--- config.mk ---
export PLATFORM = sky130hd
export DESIGN_NAME = multicycle_controller
export DESIGN_NICKNAME = d
export VERILOG_FILES = /design/src/rtl/riscv_ctrl_pkg.sv /design/src/rtl/mem_wait_timer.sv /design/src/rtl/multicycle_controller.sv
export SDC_FILE = /design/constraint.sdc
export NUM_CORES = 1
export LEC_CHECK = 0
export BUFFER_PORTS_ARGS = -buffer_cell sky130_fd_sc_hd__buf_2
export CELL_PAD_IN_SITES_DETAIL_PLACEMENT = 1
export CELL_PAD_IN_SITES_GLOBAL_PLACEMENT = 2
export CORE_AREA = 3 3 64 66
export CTS_BUF_LIST = sky130_fd_sc_hd__clkbuf_4 sky130_fd_sc_hd__clkbuf_8
export CTS_CLUSTER_DIAMETER = 200
export DETAILED_ROUTE_END_ITERATION = 10
export DIE_AREA = 0 0 67 69
export PLACE_DENSITY_LB_ADDON = 0.1
export SLEW_MARGIN = 40
export SYNTH_ARGS = -nofsm -noshare
export SYNTH_HDL_FRONTEND = slang
export SYNTH_SLANG_ARGS = --single-unit
export TNS_END_PERCENT = 30
--- constraint.sdc ---
create_clock -name clk -period 3.2 [get_ports clk]
set_clock_uncertainty 0.2 [all_clocks]
set_input_delay 0.16 -clock clk [delete_from_list [all_inputs] [get_ports clk]]
set_output_delay 0.16 -clock clk [all_outputs]
set_load 0.01 [all_outputs]
--- src/rtl/riscv_ctrl_pkg.sv ---
// Shared opcodes, FSM states and datapath select encodings for the
// multi-cycle RISC-V main control unit.
package riscv_ctrl_pkg;

    localparam logic [6:0] OP_R     = 7'b0110011;
    localparam logic [6:0] OP_I     = 7'b0010011;
    localparam logic [6:0] OP_LW    = 7'b0000011;
    localparam logic [6:0] OP_SW    = 7'b0100011;
    localparam logic [6:0] OP_BR    = 7'b1100011;
    localparam logic [6:0] OP_JAL   = 7'b1101111;
    localparam logic [6:0] OP_JALR  = 7'b1100111;
    localparam logic [6:0] OP_LUI   = 7'b0110111;
    localparam logic [6:0] OP_AUIPC = 7'b0010111;

    typedef enum logic [2:0] {
        S_FETCH  = 3'd0,
        S_DECODE = 3'd1,
        S_EXEC   = 3'd2,
        S_MEM    = 3'd3,
        S_WB     = 3'd4,
        S_TRAP   = 3'd5
    } state_t;

    localparam logic [1:0] ALU_ADD    = 2'b00;
    localparam logic [1:0] ALU_BRANCH = 2'b01;
    localparam logic [1:0] ALU_FUNCT  = 2'b10;

    localparam logic [1:0] SRC_A_PC     = 2'b00;
    localparam logic [1:0] SRC_A_RS1    = 2'b01;
    localparam logic [1:0] SRC_A_OLD_PC = 2'b10;
    localparam logic [1:0] SRC_A_ZERO   = 2'b11;

    localparam logic [1:0] SRC_B_RS2  = 2'b00;
    localparam logic [1:0] SRC_B_IMM  = 2'b01;
    localparam logic [1:0] SRC_B_FOUR = 2'b10;

    localparam logic [1:0] RES_ALU  = 2'b00;
    localparam logic [1:0] RES_MEM  = 2'b01;
    localparam logic [1:0] RES_LINK = 2'b10;

    function automatic logic is_legal(input logic [6:0] op, input logic support_jump);
        case (op)
            OP_R, OP_I, OP_LW, OP_SW, OP_BR:       is_legal = 1'b1;
            OP_JAL, OP_JALR, OP_LUI, OP_AUIPC:     is_legal = support_jump;
            default:                               is_legal = 1'b0;
        endcase
    endfunction

endpackage

--- src/rtl/mem_wait_timer.sv ---
// Counts consecutive memory wait cycles and flags when the allowed
// number of waits has been used up while memory is still not ready.
module mem_wait_timer #(
    parameter int MEM_TIMEOUT = 16
) (
    input  logic clk,
    input  logic reset,
    input  logic clear,
    input  logic waiting,
    output logic expired
);

    localparam int W = (MEM_TIMEOUT > 0) ? $clog2(MEM_TIMEOUT + 1) : 1;
    localparam logic [W-1:0] LIMIT = W'(MEM_TIMEOUT);

    logic [W-1:0] count;

    // NOTE: sequential state uses non-blocking assignments so every register
    // samples pre-edge values regardless of block ordering.
    always_ff @(posedge clk) begin
        if (reset || clear) begin
            count <= '0;
        end else if (waiting && count != LIMIT) begin
            count <= count + W'(1);
        end
    end

    // A timeout of zero leaves the counter parked at zero and never expires.
    assign expired = (MEM_TIMEOUT != 0) && waiting && (count == LIMIT);

endmodule

--- src/rtl/multicycle_controller.sv ---
// Moore FSM main control for a multi-cycle RISC-V datapath with memory
// handshake, access timeout and illegal-opcode trap.
module multicycle_controller
    import riscv_ctrl_pkg::*;
#(
    parameter bit SUPPORT_JUMP = 1'b1,
    parameter int MEM_TIMEOUT  = 16
) (
    input  logic       clk,
    input  logic       reset,
    input  logic [6:0] opcode,
    input  logic       mem_ready,
    output logic       pc_write,
    output logic       ir_write,
    output logic [1:0] alu_src_a,
    output logic [1:0] alu_src_b,
    output logic [1:0] alu_op,
    output logic       mem_read,
    output logic       mem_write,
    output logic       reg_write,
    output logic [1:0] result_src,
    output logic       branch,
    output logic       jump,
    output logic       illegal_instr,
    output logic       mem_fault,
    output logic [2:0] state
);

    state_t     state_q, state_d;
    logic [6:0] op_q;
    logic       illegal_q, fault_q;
    logic       waiting, timer_clear, expired;

    assign waiting     = (state_q == S_FETCH || state_q == S_MEM) && !mem_ready;
    assign timer_clear = mem_ready || (state_d != state_q);

    mem_wait_timer #(.MEM_TIMEOUT(MEM_TIMEOUT)) u_timer (
        .clk     (clk),
        .reset   (reset),
        .clear   (timer_clear),
        .waiting (waiting),
        .expired (expired)
    );

    always_ff @(posedge clk) begin
        if (reset) begin
            state_q   <= S_FETCH;
            op_q      <= '0;
            illegal_q <= 1'b0;
            fault_q   <= 1'b0;
        end else begin
            state_q <= state_d;
            if (state_q == S_DECODE) begin
                op_q <= opcode;
                if (!is_legal(opcode, SUPPORT_JUMP)) illegal_q <= 1'b1;
            end
            if (expired) fault_q <= 1'b1;
        end
    end

    // NOTE: every output and state_d gets a default first so no path through
    // the case statement can infer a latch.
    always_comb begin
        state_d       = state_q;
        pc_write      = 1'b0;
        ir_write      = 1'b0;
        alu_src_a     = SRC_A_PC;
        alu_src_b     = SRC_B_RS2;
        alu_op        = ALU_ADD;
        mem_read      = 1'b0;
        mem_write     = 1'b0;
        reg_write     = 1'b0;
        result_src    = RES_ALU;
        branch        = 1'b0;
        jump          = 1'b0;
        illegal_instr = illegal_q;
        mem_fault     = fault_q;
        state         = state_q;

        case (state_q)
            S_FETCH: begin
                mem_read  = 1'b1;
                alu_src_a = SRC_A_PC;
                alu_src_b = SRC_B_FOUR;
                if (mem_ready) begin
                    ir_write = 1'b1;
                    pc_write = 1'b1;
                    state_d  = S_DECODE;
                end else if (expired) begin
                    state_d = S_TRAP;
                end
            end
            S_DECODE: begin
                state_d = is_legal(opcode, SUPPORT_JUMP) ? S_EXEC : S_TRAP;
            end
            S_EXEC: begin
                case (op_q)
                    OP_R: begin
                        alu_src_a = SRC_A_RS1;
                        alu_src_b = SRC_B_RS2;
                        alu_op    = ALU_FUNCT;
                        state_d   = S_WB;
                    end
                    OP_I: begin
                        alu_src_a = SRC_A_RS1;
                        alu_src_b = SRC_B_IMM;
                        alu_op    = ALU_FUNCT;
                        state_d   = S_WB;
                    end
                    OP_LW, OP_SW: begin
                        alu_src_a = SRC_A_RS1;
                        alu_src_b = SRC_B_IMM;
                        state_d   = S_MEM;
                    end
                    OP_BR: begin
                        alu_src_a = SRC_A_RS1;
                        alu_src_b = SRC_B_RS2;
                        alu_op    = ALU_BRANCH;
                        branch    = 1'b1;
                        state_d   = S_FETCH;
                    end
                    OP_JAL, OP_JALR: begin
                        alu_src_a = (op_q == OP_JAL) ? SRC_A_OLD_PC : SRC_A_RS1;
                        alu_src_b = SRC_B_IMM;
                        jump      = 1'b1;
                        pc_write  = 1'b1;
                        state_d   = S_WB;
                    end
                    OP_LUI: begin
                        alu_src_a = SRC_A_ZERO;
                        alu_src_b = SRC_B_IMM;
                        state_d   = S_WB;
                    end
                    OP_AUIPC: begin
                        alu_src_a = SRC_A_OLD_PC;
                        alu_src_b = SRC_B_IMM;
                        state_d   = S_WB;
                    end
                    default: state_d = S_FETCH;
                endcase
            end
            S_MEM: begin
                mem_read  = (op_q == OP_LW);
                mem_write = (op_q != OP_LW);
                if (mem_ready) begin
                    state_d = (op_q == OP_LW) ? S_WB : S_FETCH;
                end else if (expired) begin
                    state_d = S_TRAP;
                end
            end
            S_WB: begin
                reg_write = 1'b1;
                if (op_q == OP_LW)                         result_src = RES_MEM;
                else if (op_q == OP_JAL || op_q == OP_JALR) result_src = RES_LINK;
                state_d = S_FETCH;
            end
            default: state_d = S_TRAP;
        endcase

        // Reset silences the whole interface, including the debug state.
        if (reset) begin
            pc_write      = 1'b0;
            ir_write      = 1'b0;
            alu_src_a     = '0;
            alu_src_b     = '0;
            alu_op        = '0;
            mem_read      = 1'b0;
            mem_write     = 1'b0;
            reg_write     = 1'b0;
            result_src    = '0;
            branch        = 1'b0;
            jump          = 1'b0;
            illegal_instr = 1'b0;
            mem_fault     = 1'b0;
            state         = '0;
        end
    end

endmodule

==> results of run 1 <==
==> repair_timing <==
item,in CTS,in global routing
hold buffers,7,0
buffers inserted,0,0
resized for setup,0,0
hold endpoints to repair,7,0
==> synth_stat cells (2+ instances only) <==
cell type	instances	area (um^2)
nor2_1	20	75.1
dfxtp_1	17	340
nor3_1	12	60.1
mux2i_1	10	100
nor2b_1	7	43.8
a21oi_1	6	30.0
clkbuf_1	6	22.5
inv_1	5	18.8
nand3_1	5	25.0
nor3b_1	4	30.0
xor2_1	4	35.0
and2_1	3	18.8
nand3b_1	3	22.5
nand4_1	3	18.8
nor4_1	3	18.8
o21ai_0	3	15.0
a31oi_1	2	12.5
ha_1	2	25.0
nand2_1	2	7.51
or2_2	2	12.5
or3_1	2	12.5
xnor2_1	2	17.5
==> worst max-delay path, cell delays in order (launching register included) <==
cell,delay [ps]
dfxtp_1,640
nand2b_1,160
or3_1,450
nor4_1,300
buf_2,180
==> kinds of logic (layout without fill, tap and decap cells) <==
group                    count (synthesis)  count (layout)  synth area share [%]
AND/OR/NAND/NOR                         73              73                  36.4
XOR/XNOR                                 6               6                  4.53
adder cells (fa/ha/maj)                  2               2                  2.15
buffers and inverters                   14              45                  5.28
flip-flops                              17              17                  29.3
AO/OA/AOI/OAI                           21              21                  13.7
multiplexers                            10              10                  8.62
==> per-stage QoR <==
step / hold slack (ps) / instance area, um^2
after detailed placement: 233 / 1320
final: 110 / 1440
after CTS: 118 / 1440
after floorplan: 107 / 1160
after global placement: 225 / 1320
after global routing: 133 / 1440
==> routing by layer <==
metal / vias up / GRT usage [%] / wire length [um]
met4: 0 / 4.05 / 28
met1: 525 / 21.9 / 1620
li1: 578 / - / -
met2: 28 / 22.6 / 1430
met5: - / 0 / 0
met3: 4 / 1.63 / 151
==> power by group <==
group          switching, mW  internal, mW
clock                 0.0742        0.0863
combinational         0.0659        0.0579
sequential            0.0250         0.224
==> flip-flops by register name (all words and copies together) (netlist names) <==
register	cells
fault_q	1
illegal_q	1
op_q	7
state_q	3
u_timer.count	5
==> path summary, 6_finish.rpt <==
| path | startpoint | endpoint | slack, ps | cells after the start |
|---|---|---|---|---|
| worst min register to register | fault_q | fault_q | 260 | 2 |
| worst max-delay path | state_q[1] | alu_op[0] | 860 | 4 |
| worst max register to register | state_q[1] | state_q[1] | 1200 | 4 |
| worst min-delay path | reset | op_q[2] | 110 | 2 |
==> layout by cell type (no fill, tap or decap), drive strengths merged, types with 5 or more instances in the layout <==
cell and instances:
nor2 20, nand3 5, a21oi 6, dlygate4sd3 7, buf 29, nor2b 7, dfxtp 17, nor3 13
mux2i 10, inv 5
==> layout make-up <==
type | count | area, um^2
tap | 48 | 60.1
timing repair buffer | 36 | 215
clock buffer | 3 | 41.3
inverter | 5 | 18.8
multi-input combinational | 112 | 759
fill | 467 | 2190
sequential | 17 | 340
clock inverter | 1 | 5.00
==> impl_metrics.json, run 1 <==
{
  "place_hpwl_um": 2490,
  "nNetsFinal": 187,
  "hold_class": "input port to flop",
  "yosys_warnings": 0,
  "cp-end-kind": "output pin",
  "place.gp.congestion": 0.768,
  "die_x_um": 67,
  "rows": 22,
  "cp.required_ps": 2840,
  "async_flop_share_pct": 0,
  "ant_nets": 0,
  "final_util_pct": 39.6,
  "initial_core_util_pct": 32.0,
  "ys_ff_latch": 17,
  "grt_antenna_before_repair": 0,
  "synth_seq_area_share_pct": 29.3,
  "syn_inst": 143,
  "grtUsageTotal_pct": 14.9,
  "synth_area_um2": 1160,
  "synth_edf_count": 0,
  "cts_tree": "yes",
  "fin_crit_ps": 2340,
  "slew_headroom_pct": 62.7,
  "coreArea_um2": 3630,
  "insertion_delay_ps": 250,
  "viasPerCell": 5.11,
  "num_vias": 1135,
  "synth_cell_types": 42,
  "p_leak_nw": 0.556,
  "arrival_ps": 1980,
  "grt_pass1_wl_um": 5540,
  "rsz0062_at_grt": "false",
  "cts_buffers": 3,
  "dpl.cell_count": 211,
  "drtIter0Drc": 82,
  "drive_gt1_share_pct": 23.6,
  "grt_start_max_net_pins": 24,
  "syn_to_final_growth_pct": 24.0,
  "grt_pass1_vias": 1134,
  "maxCapViolations": 0,
  "n_antenna_cell": 0,
  "drt-pass1-iter-count": 4,
  "die_area_um2": 4620,
  "die_h_um": 69,
  "cts.sinks": 17,
  "portBuffers": 29,
  "routedWlPerCell_um": 14.6,
  "powerDensity_nw_per_um2": 371,
  "syn_area_per_cell_um2": 8.12,
  "setup_tns_ps": 0,
  "drt_wl_total_um": 3240,
  "power.total_mw": 0.534,
  "cts_root_buf": "clkbuf_8",
  "clkTransAtPathRegs_ps": 70,
  "htree_levels": 1,
  "syn_nets": 155,
  "status": "finished clean",
  "setup_ws_ps": 863,
  "io_pins": 30,
  "start_kind": "flop",
  "fmax_mhz": 428,
  "worst_pin_slew_ps": 558,
  "setup_viol": 0,
  "cp_max_fo": 14,
  "synth-main-ff-cell": "dfxtp_1",
  "overflow": 0,
  "worstSetupPathType": "flop to output pin",
  "fin_crit_sh_pct": 73.0,
  "drc_errors": 0,
  "slew_violations": 0,
  "fin_cells": 222,
  "peakVddDrop_uv": 191,
  "hold_viol": 0,
  "clk_path_buf_depth": 2,
  "dp_slack_ps": 1130
}
Note: power is estimated with default switching activity, not from simulation.
==> run 2: changes to the inputs <==
--- a/config.mk
+++ b/config.mk
@@ -8,11 +8,11 @@
 export BUFFER_PORTS_ARGS = -buffer_cell sky130_fd_sc_hd__buf_2
 export CELL_PAD_IN_SITES_DETAIL_PLACEMENT = 1
 export CELL_PAD_IN_SITES_GLOBAL_PLACEMENT = 2
-export CORE_AREA = 3 3 64 66
+export CORE_AREA = 3 3 66 68
 export CTS_BUF_LIST = sky130_fd_sc_hd__clkbuf_4 sky130_fd_sc_hd__clkbuf_8
 export CTS_CLUSTER_DIAMETER = 200
 export DETAILED_ROUTE_END_ITERATION = 10
-export DIE_AREA = 0 0 67 69
+export DIE_AREA = 0 0 69 71
 export PLACE_DENSITY_LB_ADDON = 0.1
 export SLEW_MARGIN = 40
 export SYNTH_ARGS = -nofsm -noshare
==> constraint.sdc (replaced) <==
create_clock -name clk -period 2.4 [get_ports clk]
set_clock_uncertainty 0.2 [all_clocks]
set_input_delay 0.12 -clock clk [delete_from_list [all_inputs] [get_ports clk]]
set_output_delay 0.12 -clock clk [all_outputs]
set_load 0.01 [all_outputs]
==> impl_metrics.json, run 2 (synthesized netlist as in run 1, its figures left out) <==
{
  "final_common_cell": "buf_2",
  "cp_max_fo": 9,
  "num_vias": 1151,
  "grt_antenna_before_repair": 0,
  "final.fill_count": 498,
  "slew_headroom_pct": 65.8,
  "reg.largest.list": "op_q (7), u_timer.count (5), state_q (3)",
  "place.gp.congestion": 0.811,
  "worstSetupPathType": "flop to output pin",
  "reg2reg_slack_ps": 460,
  "cts_tree": "yes",
  "setup.worst_path.start": "op_q[3]",
  "drtIter0Drc": 44,
  "regMostFlops": "op_q",
  "grt_start_max_net_pins": 24,
  "portBuffers": 29,
  "r2r_end": "u_timer.count[4]",
  "ant_nets": 0,
  "overflow": 0,
  "die_h_um": 71,
  "slew_violations": 0,
  "worstReg2RegStart": "u_timer.count[0]",
  "drt_wl_total_um": 3290,
  "nNetsFinal": 190,
  "clk_path_buf_depth": 2,
  "routedWlPerCell_um": 14.5,
  "die_x_um": 69,
  "cp-end-kind": "output pin",
  "initial_core_util_pct": 29.7,
  "grt_pass1_wl_um": 5750,
  "grt_pass1_vias": 1203,
  "insertion_delay_ps": 250,
  "maxCapViolations": 0,
  "arrival_ps": 1850,
  "drive_gt1_share_pct": 25.4,
  "start_kind": "flop",
  "final_cell_mix": "buf_2 (29), nor2_1 (20), dfxtp_1 (17), nor3_1 (11), mux2i_1 (10)",
  "hold_class": "input port to flop",
  "rsz0062_at_grt": "false",
  "largest_register_ff_count": 7,
  "fin_area_um2": 1470,
  "drc_errors": 0,
  "p_leak_nw": 0.574,
  "peakVddDrop_uv": 290,
  "holdWs_ps": 85.7,
  "viasPerCell": 5.07,
  "drt-pass1-iter-count": 4,
  "status": "finished clean",
  "fin_cells": 227,
  "cts_root_buf": "clkbuf_8",
  "syn_to_final_growth_pct": 26.8,
  "fin_crit_sh_pct": 90.5,
  "worst_pin_slew_ps": 511,
  "n_antenna_cell": 0,
  "cp-endpoint": "mem_read",
  "setup_tns_ps": 0,
  "cts.sinks": 17,
  "dpl.cell_count": 216,
  "cts_buffers": 3,
  "clkTransAtPathRegs_ps": 70,
  "fmax_mhz": 460,
  "hold_viol": 0,
  "grtUsageTotal_pct": 14.2,
  "die_area_um2": 4900,
  "htree_levels": 1,
  "io_pins": 30,
  "powerDensity_nw_per_um2": 499,
  "setup_viol": 0,
  "cp.required_ps": 2080,
  "coreArea_um2": 3910,
  "placed_area_um2": 1350,
  "reg2reg_depth": 6,
  "fin_crit_ps": 2170,
  "rows": 23,
  "place_hpwl_um": 2520
}
==> run 2: changes by cell type in the layout (fill, tap and decap cells not counted), sizes merged <==
cell    delta
clkbuf     +1
clkinv     -1
buf        +3
==> run 2: report_power, final <==
group	leakage [nW]	internal [mW]	switching (mW)
combinational	0.409	0.0821	0.0987
sequential	0.138	0.299	0.0231
clock	0.0262	0.129	0.102
==> run 2: metal layers <==
layer | vias up | global-route usage (%) | part of all wire (%)
met3 | 2 | 3.27 | 5.1
met1 | 531 | 18.8 | 48
li1 | 586 | - | -
met2 | 32 | 23.6 | 46
met4 | 0 | 3.47 | 0.61
met5 | - | 0 | 0
==> run 2: critical path, stage by stage, from the launching register on <==
cell and delay (ps):
dfxtp_1 330, nand3b_1 360, nor3_2 380, nand3_1 120, a211oi_1 240, buf_2 170
==> run 2: cell type report <==
| class | instances | area (um^2) | area share, % |
|---|---|---|---|
| clock buffer | 4 | 48.8 | 3.31 |
| inverter | 5 | 18.8 | 1.27 |
| multi-input combinational | 112 | 764 | 51.9 |
| sequential | 17 | 340 | 23.1 |
| tap | 50 | 62.6 | 4.25 |
| timing repair buffer | 39 | 238 | 16.1 |
==> run 2: what timing repair did <==
| action | in CTS | in global routing |
|---|---|---|
| buffers inserted | 0 | 0 |
| hold buffers | 7 | 0 |
| resized for setup | 0 | 1 |
| hold endpoints to repair | 7 | 0 |
| setup endpoints to repair | 0 | 1 |
==> run 2: worst min-delay path by stage <==
stage,end,from,slack [ps],depth (start not counted)
after floorplan,op_q[0],opcode[0],70,2
after global placement,op_q[5],opcode[5],190,3
after detailed placement,op_q[2],opcode[2],200,3
after CTS,op_q[2],reset,80,2
after global routing,op_q[0],reset,90,2
final,op_q[5],reset,90,2
==> run 2: stage by stage <==
| stage | worst slack (ps) | total power, mW | util, % |
|---|---|---|---|
| 3_3_place_gp | 416 | 0.498 | 34.5 |
| 4_1_cts | 62.6 | 0.741 | 37.5 |
| 3_5_place_dp | 348 | 0.501 | 34.5 |
| 5_1_grt | 70.8 | 0.782 | 37.6 |
| 6_report | 228 | 0.734 | 37.6 |
| 2_1_floorplan | 618 | 0.449 | - |
==> run 3: changes to the inputs <==
--- a/config.mk
+++ b/config.mk
@@ -5,14 +5,15 @@
 export SDC_FILE = /design/constraint.sdc
 export NUM_CORES = 1
 export LEC_CHECK = 0
+export ABC_AREA = 1
 export BUFFER_PORTS_ARGS = -buffer_cell sky130_fd_sc_hd__buf_2
 export CELL_PAD_IN_SITES_DETAIL_PLACEMENT = 1
 export CELL_PAD_IN_SITES_GLOBAL_PLACEMENT = 2
-export CORE_AREA = 3 3 66 68
-export CTS_BUF_LIST = sky130_fd_sc_hd__clkbuf_4 sky130_fd_sc_hd__clkbuf_8
+export CORE_AREA = 3 3 70 72
+export CTS_BUF_LIST = sky130_fd_sc_hd__clkbuf_8
 export CTS_CLUSTER_DIAMETER = 200
 export DETAILED_ROUTE_END_ITERATION = 10
-export DIE_AREA = 0 0 69 71
+export DIE_AREA = 0 0 73 75
 export PLACE_DENSITY_LB_ADDON = 0.1
 export SLEW_MARGIN = 40
 export SYNTH_ARGS = -nofsm -noshare
==> impl_metrics.json, run 3 <==
{
  "status": "finished clean",
  "start_kind": "flop",
  "cts_tree": "yes",
  "clkTransAtPathRegs_ps": 80,
  "syn_inst": 188,
  "peakVddDrop_uv": 220,
  "grtUsageTotal_pct": 13.5,
  "placed_area_um2": 1410,
  "drive_gt1_share_pct": 24.8,
  "place_hpwl_um": 2760,
  "cts_root_buf": "clkbuf_8",
  "synth_cell_types": 25,
  "slew_headroom_pct": 73.1,
  "async_flop_share_pct": 0,
  "worst_pin_slew_ps": 402,
  "clk_path_buf_depth": 2,
  "regMostFlops": "op_q",
  "post_cts_resized": 0,
  "viasPerCell": 4.57,
  "drt_wl_total_um": 3370,
  "grt_antenna_before_repair": 0,
  "arrival_ps": 1670,
  "die_h_um": 75,
  "cts_buffers": 3,
  "fin_area_um2": 1530,
  "rows": 24,
  "grt_pass1_vias": 1298,
  "syn_area_per_cell_um2": 6.42,
  "overflow": 0,
  "final_common_cell": "nor2_1",
  "p_comb_share_pct": 38.6,
  "fin_crit_sh_pct": 83.0,
  "drtIter0Drc": 81,
  "worstPathCellList": "inv_1 -> nor2_1 -> nand3_1 -> inv_1 -> nand2_1 -> o21ai_0 -> buf_2",
  "n_antenna_cell": 0,
  "coreArea_um2": 4350,
  "synth_top_area_share_pct": 28.2,
  "holdWs_ps": 5.63,
  "reg.largest.list": "op_q (7), u_timer.count (5), state_q (3)",
  "cp.required_ps": 2080,
  "synth_top_cell_by_area": "dfxtp_1",
  "rsz0062_at_grt": "false",
  "die_area_um2": 5480,
  "worstSetupPathType": "flop to output pin",
  "p_int_mw": 0.563,
  "htree_levels": 1,
  "synth_seq_area_share_pct": 28.2,
  "critPathMostFrequentCell": "inv_1",
  "cp_max_fo": 5,
  "place.gp.congestion": 0.826,
  "synth_common_cells": "nor2_1 (34), nand2_1 (31), inv_1 (29)",
  "swShare_pct": 41.5,
  "syn_nets": 200,
  "nNetsFinal": 239,
  "seq_power_share_pct": 37.7,
  "synth_area_um2": 1210,
  "routedWlPerCell_um": 12.1,
  "drc_errors": 0,
  "grt_pass1_wl_um": 5800,
  "crit_slowest_cell": "dfxtp_1",
  "cp-end-kind": "output pin",
  "slowest_delay_ps": 520,
  "final_cell_mix": "nor2_1 (34), nand2_1 (31), inv_1 (29), buf_2 (29), dfxtp_1 (17)",
  "hold_class": "input port to flop",
  "dpl.cell_count": 267,
  "hold_viol": 0,
  "final.fill_count": 585,
  "yosys_warnings": 0,
  "io_pins": 30,
  "fmax_mhz": 502,
  "fin_crit_ps": 1990,
  "largest_register_ff_count": 7,
  "yosys.cell_count.top_type": "nor2_1",
  "p_clk_share_pct": 23.7,
  "p_leak_nw": 0.721,
  "initial_core_util_pct": 27.7,
  "die_x_um": 73,
  "syn_to_final_growth_pct": 26.7,
  "maxCapViolations": 0,
  "powerDensity_nw_per_um2": 630,
  "power.total_mw": 0.963,
  "grt_start_max_net_pins": 18,
  "synth-main-ff-cell": "dfxtp_1",
  "ant_nets": 0,
  "netSwitchingPower_mw": 0.400,
  "setup_tns_ps": 0,
  "drt-pass1-iter-count": 2,
  "cts.sinks": 17,
  "fin_cells": 278,
  "num_vias": 1271,
  "ys_ff_latch": 17,
  "setup_viol": 0,
  "insertion_delay_ps": 260,
  "synth_edf_count": 0,
  "slew_violations": 0,
  "portBuffers": 29,
  "synth_area_leaders": "dfxtp_1 (28%), nor2_1 (11%), nand2_1 (9.6%), inv_1 (9.0%), a21oi_1 (5.8%)"
}
run 3: changes by cell type in the layout (fill, tap and decap cells not counted), moves of 5 or more:
cell	before	now
inv_1	5	29
nor2_1	20	34
o21ai_0	3	12
nand2_1	2	31
nor3_1	11	1
nor3_2	1	6
nand3_1	5	13
mux2i_1	10	0
inv_2	0	5
a21oi_1	6	14
nor2b_1	7	0
run 3: kinds of logic (layout without fill, tap and decap cells):
family / count (synthesis) / after routing / synth area share, %
compound gates: 28 / 28 / 11.8
xor+xnor: 4 / 4 / 2.91
fa+ha+maj: 2 / 2 / 2.07
buf+inv: 36 / 74 / 11.2
flops: 17 / 17 / 28.2
simple gates: 101 / 101 / 43.8
run 3: worst paths after layout:
check / startpoint / end / slack [ps] / cells past startpoint
min reg2reg: illegal_q / illegal_q / 260 / 2
max: state_q[1] / alu_src_a[0] / 410 / 7
max reg2reg: state_q[0] / u_timer.count[0] / 540 / 7
min: reset / state_q[1] / 6 / 2
run 3: through the flow:
step | util, % | worst slack, ps
after floorplan | - | 756
after global placement | 32.4 | 536
after detailed placement | 32.4 | 513
after CTS | 35.1 | 374
after global routing | 35.1 | 176
final | 35.1 | 407
run 3: worst max-delay path: cells and delay by family, from the launching register on:
| kind | cells | cell delay (ps) |
|---|---|---|
| simple gates | 3 | 370 |
| flops | 1 | 520 |
| buf+inv | 3 | 380 |
| compound gates | 1 | 150 |
run 3: cell type report:
| type | count | area [um^2] | share of cell area (%) |
|---|---|---|---|
| clock buffer | 3 | 41.3 | 2.70 |
| clock inverter | 1 | 7.51 | 0.491 |
| inverter | 34 | 128 | 8.35 |
| multi-input combinational | 135 | 731 | 47.8 |
| sequential | 17 | 340 | 22.3 |
| tap | 52 | 65.1 | 4.26 |
| timing repair buffer | 36 | 215 | 14.1 |
run 3: metal layers:
| layer | routed length [um] | vias to the layer above | global-route usage (%) |
|---|---|---|---|
| met5 | 0 | - | 0 |
| met4 | 15 | 0 | 3.07 |
| met3 | 149 | 2 | 2.80 |
| met2 | 1570 | 25 | 23.4 |
| met1 | 1630 | 574 | 17.2 |
| li1 | - | 670 | - |
run 3: what timing repair did:
item / CTS / global route
setup buffers: 0 / 0
hold buffers: 7 / 0
hold endpoints to repair: 7 / 0
run 3: power by group through the flow:
stage	Sequential [mW]	Clock, mW	Combinational, mW
floorplan	0.360	0	0.278
global placement	0.369	0	0.368
detailed placement	0.370	0	0.369
CTS	0.364	0.244	0.379
global route	0.372	0.249	0.429
finish	0.363	0.229	0.372
